`config.mk`:
```
export PLATFORM = sky130hd
export DESIGN_NAME = sram1r1w_ctrl
export DESIGN_NICKNAME = d
export VERILOG_FILES = /design/src/rtl/sram1r1w_ctrl.sv
export SDC_FILE = /design/constraint.sdc
export NUM_CORES = 1
export LEC_CHECK = 0
export CORE_AREA = 2 2 227 229
export DETAILED_ROUTE_END_ITERATION = 8
export DIE_AREA = 0 0 229 231
export GPL_ROUTABILITY_DRIVEN = 1
export MAX_ROUTING_LAYER = met4
export PLACE_DENSITY = 0.41
export REMOVE_ABC_BUFFERS = 1
export SETUP_SLACK_MARGIN = 0.02
export SLEW_MARGIN = 40
export SYNTH_ARGS = -nofsm -noshare
export SYNTH_HDL_FRONTEND = slang
export SYNTH_SLANG_ARGS = --single-unit
```
`constraint.sdc`:
```
create_clock -name clk -period 7.67 [get_ports clk]
set_clock_uncertainty 0.1 [all_clocks]
set_input_delay 0.767 -clock clk [delete_from_list [all_inputs] [get_ports clk]]
set_output_delay 0.767 -clock clk [all_outputs]
set_load 0.1 [all_outputs]
```
`src/rtl/sram1r1w_ctrl.sv`:
```
// sram1r1w_ctrl: 512x64 1R1W SRAM controller, zero-fill init, RR write arbiter.
// Optional same-address read-after-write bypass: SRAM_RAW_BYPASS_EN.
module sram1r1w_ctrl #(
  parameter int DEPTH   = 512,
  parameter int ADRBITS = 9,
  parameter int WIDTH   = 64,
  parameter logic [WIDTH-1:0] INITVAL = '0
) (
  input  logic                 clk,
  input  logic                 reset,
  output logic                 InitDone,
  input  logic                 WrReqA,
  input  logic [ADRBITS-1:0]   WrAdrA,
  input  logic [WIDTH-1:0]     WrDataA,
  input  logic [WIDTH/8-1:0]   WrBEA,
  output logic                 WrGntA,
  input  logic                 WrReqB,
  input  logic [ADRBITS-1:0]   WrAdrB,
  input  logic [WIDTH-1:0]     WrDataB,
  input  logic [WIDTH/8-1:0]   WrBEB,
  output logic                 WrGntB,
  input  logic                 RdReq,
  input  logic [ADRBITS-1:0]   RdAdr,
  output logic                 RdGnt,
  output logic                 RdValid,
  output logic [WIDTH-1:0]     RdData,
  output logic                 CEBA,
  output logic                 WEBA,
  output logic [ADRBITS-1:0]   AA,
  output logic [WIDTH-1:0]     DA,
  output logic [WIDTH-1:0]     BWEBA,
  output logic                 CEBB,
  output logic                 WEBB,
  output logic [ADRBITS-1:0]   AB,
  output logic [WIDTH-1:0]     DB,
  output logic [WIDTH-1:0]     BWEBB,
  input  logic [WIDTH-1:0]     QB
);

  localparam int NB = WIDTH / 8;
  localparam logic [0:0] S_INIT = 1'b0;
  localparam logic [0:0] S_RUN  = 1'b1;

  logic [0:0]         state_q, state_d;
  logic [ADRBITS-1:0] init_cnt_q, init_cnt_d;
  logic               last_b_q, last_b_d;
  logic [ADRBITS-1:0] aa_q;
  logic [WIDTH-1:0]   da_q;
  logic               rd_valid_q;
  logic [WIDTH-1:0]   rd_hold_q;

  logic               run;
  logic               gnt_a;
  logic               gnt_b;
  logic               wr_gnt;
  logic               coll;
  logic               rd_gnt;
  logic [ADRBITS-1:0] w_adr;
  logic [WIDTH-1:0]   w_data;
  logic [NB-1:0]      w_be;
  logic [WIDTH-1:0]   be_mask;
  logic [WIDTH-1:0]   rd_data;

  assign run = (state_q == S_RUN);

  // last_b_q set means B won last, so A wins the next tie
  assign gnt_a  = run & WrReqA & (~WrReqB | last_b_q);
  assign gnt_b  = run & WrReqB & ~gnt_a;
  assign wr_gnt = gnt_a | gnt_b;

  assign w_adr  = gnt_a ? WrAdrA  : WrAdrB;
  assign w_data = gnt_a ? WrDataA : WrDataB;
  assign w_be   = gnt_a ? WrBEA   : WrBEB;

  always_comb begin
    be_mask = '0;
    for (int i = 0; i < NB; i++) begin
      be_mask[8*i +: 8] = {8{w_be[i]}};
    end
  end

  assign coll = RdReq & wr_gnt & (RdAdr == w_adr);

  always_comb begin
    state_d    = state_q;
    init_cnt_d = init_cnt_q;
    last_b_d   = last_b_q;
    if (!run) begin
      init_cnt_d = init_cnt_q + 1'b1;
      if (init_cnt_q == ADRBITS'(DEPTH - 1)) begin
        state_d = S_RUN;
      end
    end else if (gnt_a) begin
      last_b_d = 1'b0;
    end else if (gnt_b) begin
      last_b_d = 1'b1;
    end
  end

  always_comb begin
    CEBA  = 1'b1;
    WEBA  = 1'b1;
    AA    = aa_q;
    DA    = da_q;
    BWEBA = '1;
    if (!run) begin
      CEBA  = 1'b0;
      WEBA  = 1'b0;
      AA    = init_cnt_q;
      DA    = INITVAL;
      BWEBA = '0;
    end else if (wr_gnt) begin
      CEBA  = 1'b0;
      WEBA  = 1'b0;
      AA    = w_adr;
      DA    = w_data;
      BWEBA = ~be_mask;
    end
  end

`ifdef SRAM_RAW_BYPASS_EN
  logic             byp_q;
  logic [WIDTH-1:0] byp_data_q;
  logic [WIDTH-1:0] byp_mask_q;

  assign rd_gnt = run & RdReq;

  always_ff @(posedge clk or posedge reset) begin
    if (reset) begin
      byp_q      <= 1'b0;
      byp_data_q <= '0;
      byp_mask_q <= '0;
    end else begin
      byp_q      <= coll;
      byp_data_q <= w_data;
      byp_mask_q <= be_mask;
    end
  end

  // macro returns pre-write data; overlay the bytes written that cycle
  assign rd_data = byp_q ? ((QB & ~byp_mask_q) | (byp_data_q & byp_mask_q))
                         : QB;
`else
  assign rd_gnt  = run & RdReq & ~coll;
  assign rd_data = QB;
`endif

  always_ff @(posedge clk or posedge reset) begin
    if (reset) begin
      state_q    <= S_INIT;
      init_cnt_q <= '0;
      last_b_q   <= 1'b1;
      aa_q       <= '0;
      da_q       <= '0;
      rd_valid_q <= 1'b0;
      rd_hold_q  <= '0;
    end else begin
      state_q    <= state_d;
      init_cnt_q <= init_cnt_d;
      last_b_q   <= last_b_d;
      aa_q       <= AA;
      da_q       <= DA;
      rd_valid_q <= rd_gnt;
      if (rd_valid_q) begin
        rd_hold_q <= rd_data;
      end
    end
  end

  assign InitDone = run;
  assign WrGntA   = gnt_a;
  assign WrGntB   = gnt_b;
  assign RdGnt    = rd_gnt;
  assign RdValid  = rd_valid_q;
  assign RdData   = rd_valid_q ? rd_data : rd_hold_q;
  assign CEBB     = ~rd_gnt;
  assign WEBB     = 1'b1;
  assign AB       = RdAdr;
  assign DB       = '0;
  assign BWEBB    = '1;

endmodule

```
* Word-level counts from Yosys, hierarchy flattened
Index checks and enable logic that the tools add are counted.
** Word-level totals
- Output and inout bits :: 347
- Word-level logic and storage cells :: 43
- Latch bits :: 0
- Bits of input ports :: 240
- Register bits after elaboration :: 149
- Bits in read-only memories :: 0
- RAM bits :: 0
- Memories :: 0
** Cells by class
- Div/mod/pow operators :: 0
- Reduce and logical (&&, ||, !) cells :: 2
- Bitwise logic cells :: 15
- Magnitude comparators :: 0
- $add $sub $neg :: 1
- Multiply operators :: 0
- Eq/ne operators :: 2
- Mux-type cells :: 16
- Shift operators :: 0
** Operator list (number)
- $mux W64 :: 6
- $not A64 Y64 :: 1
- $mux W9 :: 3
- $add A9 B1 Y9 const B :: 1
- $eq A9 B9 Y1 :: 1
- $eq A9 B9 Y1 const B :: 1
- $and A1 B1 Y1 :: 8
- $mux W8 :: 1
- $mux W1 :: 6
- $not A1 Y1 :: 4
- $or A1 B1 Y1 :: 2
- $reduce_and A2 Y1 :: 1
- $reduce_bool A2 Y1 :: 1

* Longest topological paths before layout
- Depth after elaboration :: 11
- Gate-level depth with buffers :: 8

* Least setup slack after synthesis
Ideal clock, no wire load.
- Path kind :: register to output
- Start :: register state_q, in the netlist InitDone
- End :: output DA[0]
- Path buffers :: 3
- Arrival time :: 4074 ps
- Slack :: 2729 ps
- Stages on the path, launching flop included :: 8
- Path through :: dfrtp_1 buf_4 nand2_2 or2_1 clkbuf_1 buf_2 mux2i_1 o21ai_0
** On the way
- Longest elaborated chain between the ends :: 7
- Elaborated cells on any way between the ends :: 9
- Classes of those cells :: mux (3); bitwise (6)
** Ends and longest elaborated chain
- from (decl) :: line 44 : logic [0:0] state_q, state_d;
- from (signal assigned) :: line 158 : state_q <= state_d;
- $and A1 B1 Y1 (2 in series) :: line 67 : assign gnt_a = run & WrReqA & (~WrReqB | last_b_q);
- $not A1 Y1 :: line 68 : assign gnt_b = run & WrReqB & ~gnt_a;
- $and A1 B1 Y1 :: line 68
- $or A1 B1 Y1 :: line 69 : assign wr_gnt = gnt_a | gnt_b;
- $mux W64 :: line 112 : end else if (wr_gnt) begin
- $mux W64 * :: line 106 : if (!run) begin
- to (decl) :: line 30 : output logic [WIDTH-1:0] DA,
Every way passes the cells marked *; elsewhere a longest branch is shown, timed or not.

* Worst setup path in the final report
- Start :: input WrReqB
- End :: output BWEBA[25]
** On the way
- Longest elaborated chain between the ends :: 8
- Elaborated cells on any way between the ends :: 11
- Classes of those cells :: mux (3); bitwise (8)
** Ends and longest elaborated chain
- from (decl) :: line 17 : input logic WrReqB,
- $not A1 Y1 :: line 67
- $or A1 B1 Y1 :: line 67
- $and A1 B1 Y1 :: line 67
- $not A1 Y1 :: line 68
- $and A1 B1 Y1 :: line 68
- $or A1 B1 Y1 :: line 69
- $mux W64 * :: line 112
- $mux W64 * :: line 106
- to (decl) :: line 31 : output logic [WIDTH-1:0] BWEBA,
Marks and branches as above.

==> impl_metrics.csv <==
group,metric,value,unit
synthesis,synthArstFlopShare,100,%
worst_setup_path,crit_path_top_delay_cell,"clkdlybuf4s50_1",
cells_and_area,drive_gt1_share,29.6,%
pwr,p_leak,6.50,nW
clocking,clkLatencyLatePin,0.48,ns
routing,ant_nets,0,
worst_setup_path,regToRegStartpoint,"InitDone",
synthesis,synth_cells,769,
placed_design,dp_hpwl,22500,microns
placed_design,pre_cts_slack,3.31,ns
routing,drt-pass1-iter-count,4,
clocking,cts_setup_buffers,0,
cells_and_area,multi_input_area,3370,sq um
min_path,hold_path.class,"reg -> reg",
sta,fin_crit_sh,56.4,%
sta,final.setup.worst_slack,3.34,ns
synthesis,ys_seq_area_share,44.9,%
global_route,antenna_found_initial,6,
global_route,grt_pass1_wl,42400,microns
worst_setup_path,r2r-end,"da_q[51]",
clocking,cts_root_buffer,"clkbuf_16",
clocking,clk_pin_slew,0.06,ns
synthesis,syn_avg_cell_area,10.8,sq um
flow_run,cap_violations,0,
floorplanning,dieHeight,231,microns
run_status,status,"complete, no violations",
sta,grt_setup_unrepaired,"no",
pwr,p_per_area,178,nW/um^2
worst_setup_path,path_max_fanout,27,
routing,num_vias,6521,
synthesis,ys_ff_latch,149,
clocking,hold_buffers,0,
sta,slew_headroom,53.2,%
synthesis,synth_top_area_share,44.6,%
global_route,gr-total-overflow,0,
floorplanning,die_x,229,microns
placed_design,placement.io_buffers,457,
worst_setup_path,crit_chain,"clkdlybuf4s50_1 > nor2b_4 > or2_4 > buf_12 > mux2i_1 > o21a_1 > buf_2",
sta,drv_slew,0,
clocking,clockBufferDepth,2,
clocking,tritoncts,"yes",
sta,timing.fmax,0.231,GHz
routing,wl_per_cell,15.9,microns
clocking,cts_resized,0,
floorplanning,num_io_pins,587,
clocking,cts_made_buffers,17,
worst_setup_path,rrSetupSlack,5.19,ns
cells_and_area,regArea,3730,sq um
min_path,hp-start,"init_cnt_q[3]",
synthesis,synth_cell_type_count,47,
min_path,holdPathEnd,"init_cnt_q[3]",
pwr,peakVddDrop,0.166,mV
routing,first_iter_violations,233,
cells_and_area,fin_nets,1387,
floorplanning,core,50700,sq um
routing,drc_errors,0,
worst_setup_path,cp.required,6.80,ns
sta,tightest_slew,0.702,ns
worst_setup_path,critPathKind,"in -> out",
min_path,holdPathStages,1,
worst_setup_path,end_kind,"output port",
placed_design,gp_congestion,0.737,
cells_and_area,syn_to_final_growth,47.6,%
worst_setup_path,critPathArrivalTime,3.46,ns
cells_and_area,fillers,5532,
synthesis,ys_warn_count,0,
worst_setup_path,crit_path_max_incr_delay,0.57,ns
synthesis,synthTopCellsByArea,"dfrtp_1 45%, buf_4 18%, mux2_2 8.9%, mux2i_1 8.9%, nand3_1 4.2%",
clocking,h-tree-depth,4,
sta,finalCriticalPeriod,4.33,ns
global_route,grt_pass1_vias,6484,
sta,final_hold_viol_count,0,
worst_setup_path,reg2regPathDepth,6,
sta,finalSetupViolCount,0,
synthesis,synth-edff-count,0,
floorplanning,fp.dieArea,52900,sq um
routing,totalWireLength,29300,microns
floorplanning,rows,83,
synthesis,yosysTopAreaCell,"dfrtp_1",
sta,tns,0,ns
worst_setup_path,cp-start-kind,"input pin",
global_route,grt.total_usage,11.3,%
routing,viasPerCell,3.54,
floorplanning,initial_core_util,16.4,%
clocking,cts.sinks,149,
synthesis,synth_area,8300,sq um
synthesis,ys.flop_type,"dfrtp_1",
global_route,grt_max_degree,103,
-- stage by stage --
step	cell area [sq um]	cells	util (%)	total power (W)	hold slack, ns
after floorplan	7110	656	-	0.00111	0.345
after global placement	12600	1803	24.9	0.00127	0.363
after detailed placement	11600	1805	22.9	0.00127	0.366
after CTS	12200	1837	24.1	0.00223	0.378
after global routing	12300	1841	24.2	0.00226	0.403
final	12300	1841	24.2	0.00218	0.378
-- worst max path at each step --
stage                   from   endpoint  cells past startpoint
floorplan           InitDone   BWEBA[0]                      2
global placement      WrReqB  BWEBA[14]                      7
detailed placement    WrReqB  BWEBA[25]                      7
CTS                   WrReqB  BWEBA[25]                      7
global route          WrReqB  BWEBA[29]                      7
finish                WrReqB  BWEBA[25]                      7
-- cell usage in the layout, fill, tap and decap left out, types with 4 or more instances in the layout --
cell             instances
clkdlybuf4s50_1        239
buf_2                  216
dfrtp_1                146
conb_1                 129
mux2i_1                 74
nand3_1                 69
mux2_2                  66
o21ai_1                 63
clkbuf_16               17
a21oi_1                 13
and3_1                   9
buf_4                    9
o21ai_0                  8
o21a_1                   8
xnor2_1                  7
inv_1                    5
nor2b_1                  5
or3b_1                   5
a311o_1                  4
nand2_1                  4
bufinv_16                4
clkinv_2                 4
-- critical path: cells and delay by family --
| family | cells | cell delay, ns |
|---|---|---|
| AOI/OAI and AO/OA | 1 | 0.30 |
| muxes | 1 | 0.21 |
| and+or+nand+nor | 2 | 0.81 |
| buffers and inverters | 3 | 1.33 |
-- cells in the mapped netlist, types with 3 or more instances --
cell	count
a21oi_1	13
nand2_1	4
a311o_1	4
clkbuf_1	27
buf_1	6
mux2i_1	74
xor2_1	3
nand3_1	69
nor2b_1	5
or3b_1	5
o21ai_0	8
dfrtp_1	148
a21o_1	3
inv_1	6
mux2_2	66
and3_1	9
o21ai_1	64
buf_4	202
xnor2_1	7
buf_2	4
o21a_1	8
nor4_2	3
-- layout make-up --
type | count | area share [%]
inverters | 7 | 0.276
multi-input cells | 500 | 27.5
flip-flops and latches | 149 | 30.5
diodes | 3 | 0.0613
well taps | 680 | 6.94
clock buffers | 19 | 3.61
repair buffers | 470 | 29.7
clock inverters | 13 | 1.47
-- per-layer routing --
layer	share of wire, %	track usage [%]
met2	49	18.6
met1	39	12.1
met4	2.2	4.79
met3	9.9	4.64
met5	0	-
-- sequential cells by signal, summed over array words and instances, names as in the netlist --
register    cells
rd_hold_q      64
InitDone        1
init_cnt_q      9
aa_q            9
da_q           64
last_b_q        1
RdValid         1
-- power by group --
group | internal [W] | total [W] | switching [W]
Combinational | 0.000121 | 0.000466 | 0.000345
Clock | 0.000550 | 0.000924 | 0.000374
Sequential | 0.000786 | 0.000786 | 0
Total | 0.00146 | 0.00218 | 0.000719
-- cells by family (layout without fill, tap and decap cells) --
group / after synthesis / count (layout) / share of synthesized area, %
AOI/OAI and AO/OA: 111 / 111 / 7.73
xor gates and xnor gates: 10 / 10 / 1.05
adders and majority gates: 2 / 2 / 0.301
buffers and inverters: 247 / 509 / 20.4
DFF: 149 / 149 / 44.9
muxes: 140 / 140 / 17.9
other: 2 / 132 / 0.0904
and+or+nand+nor: 108 / 108 / 7.59
Power figures use the tool's default switching activity.
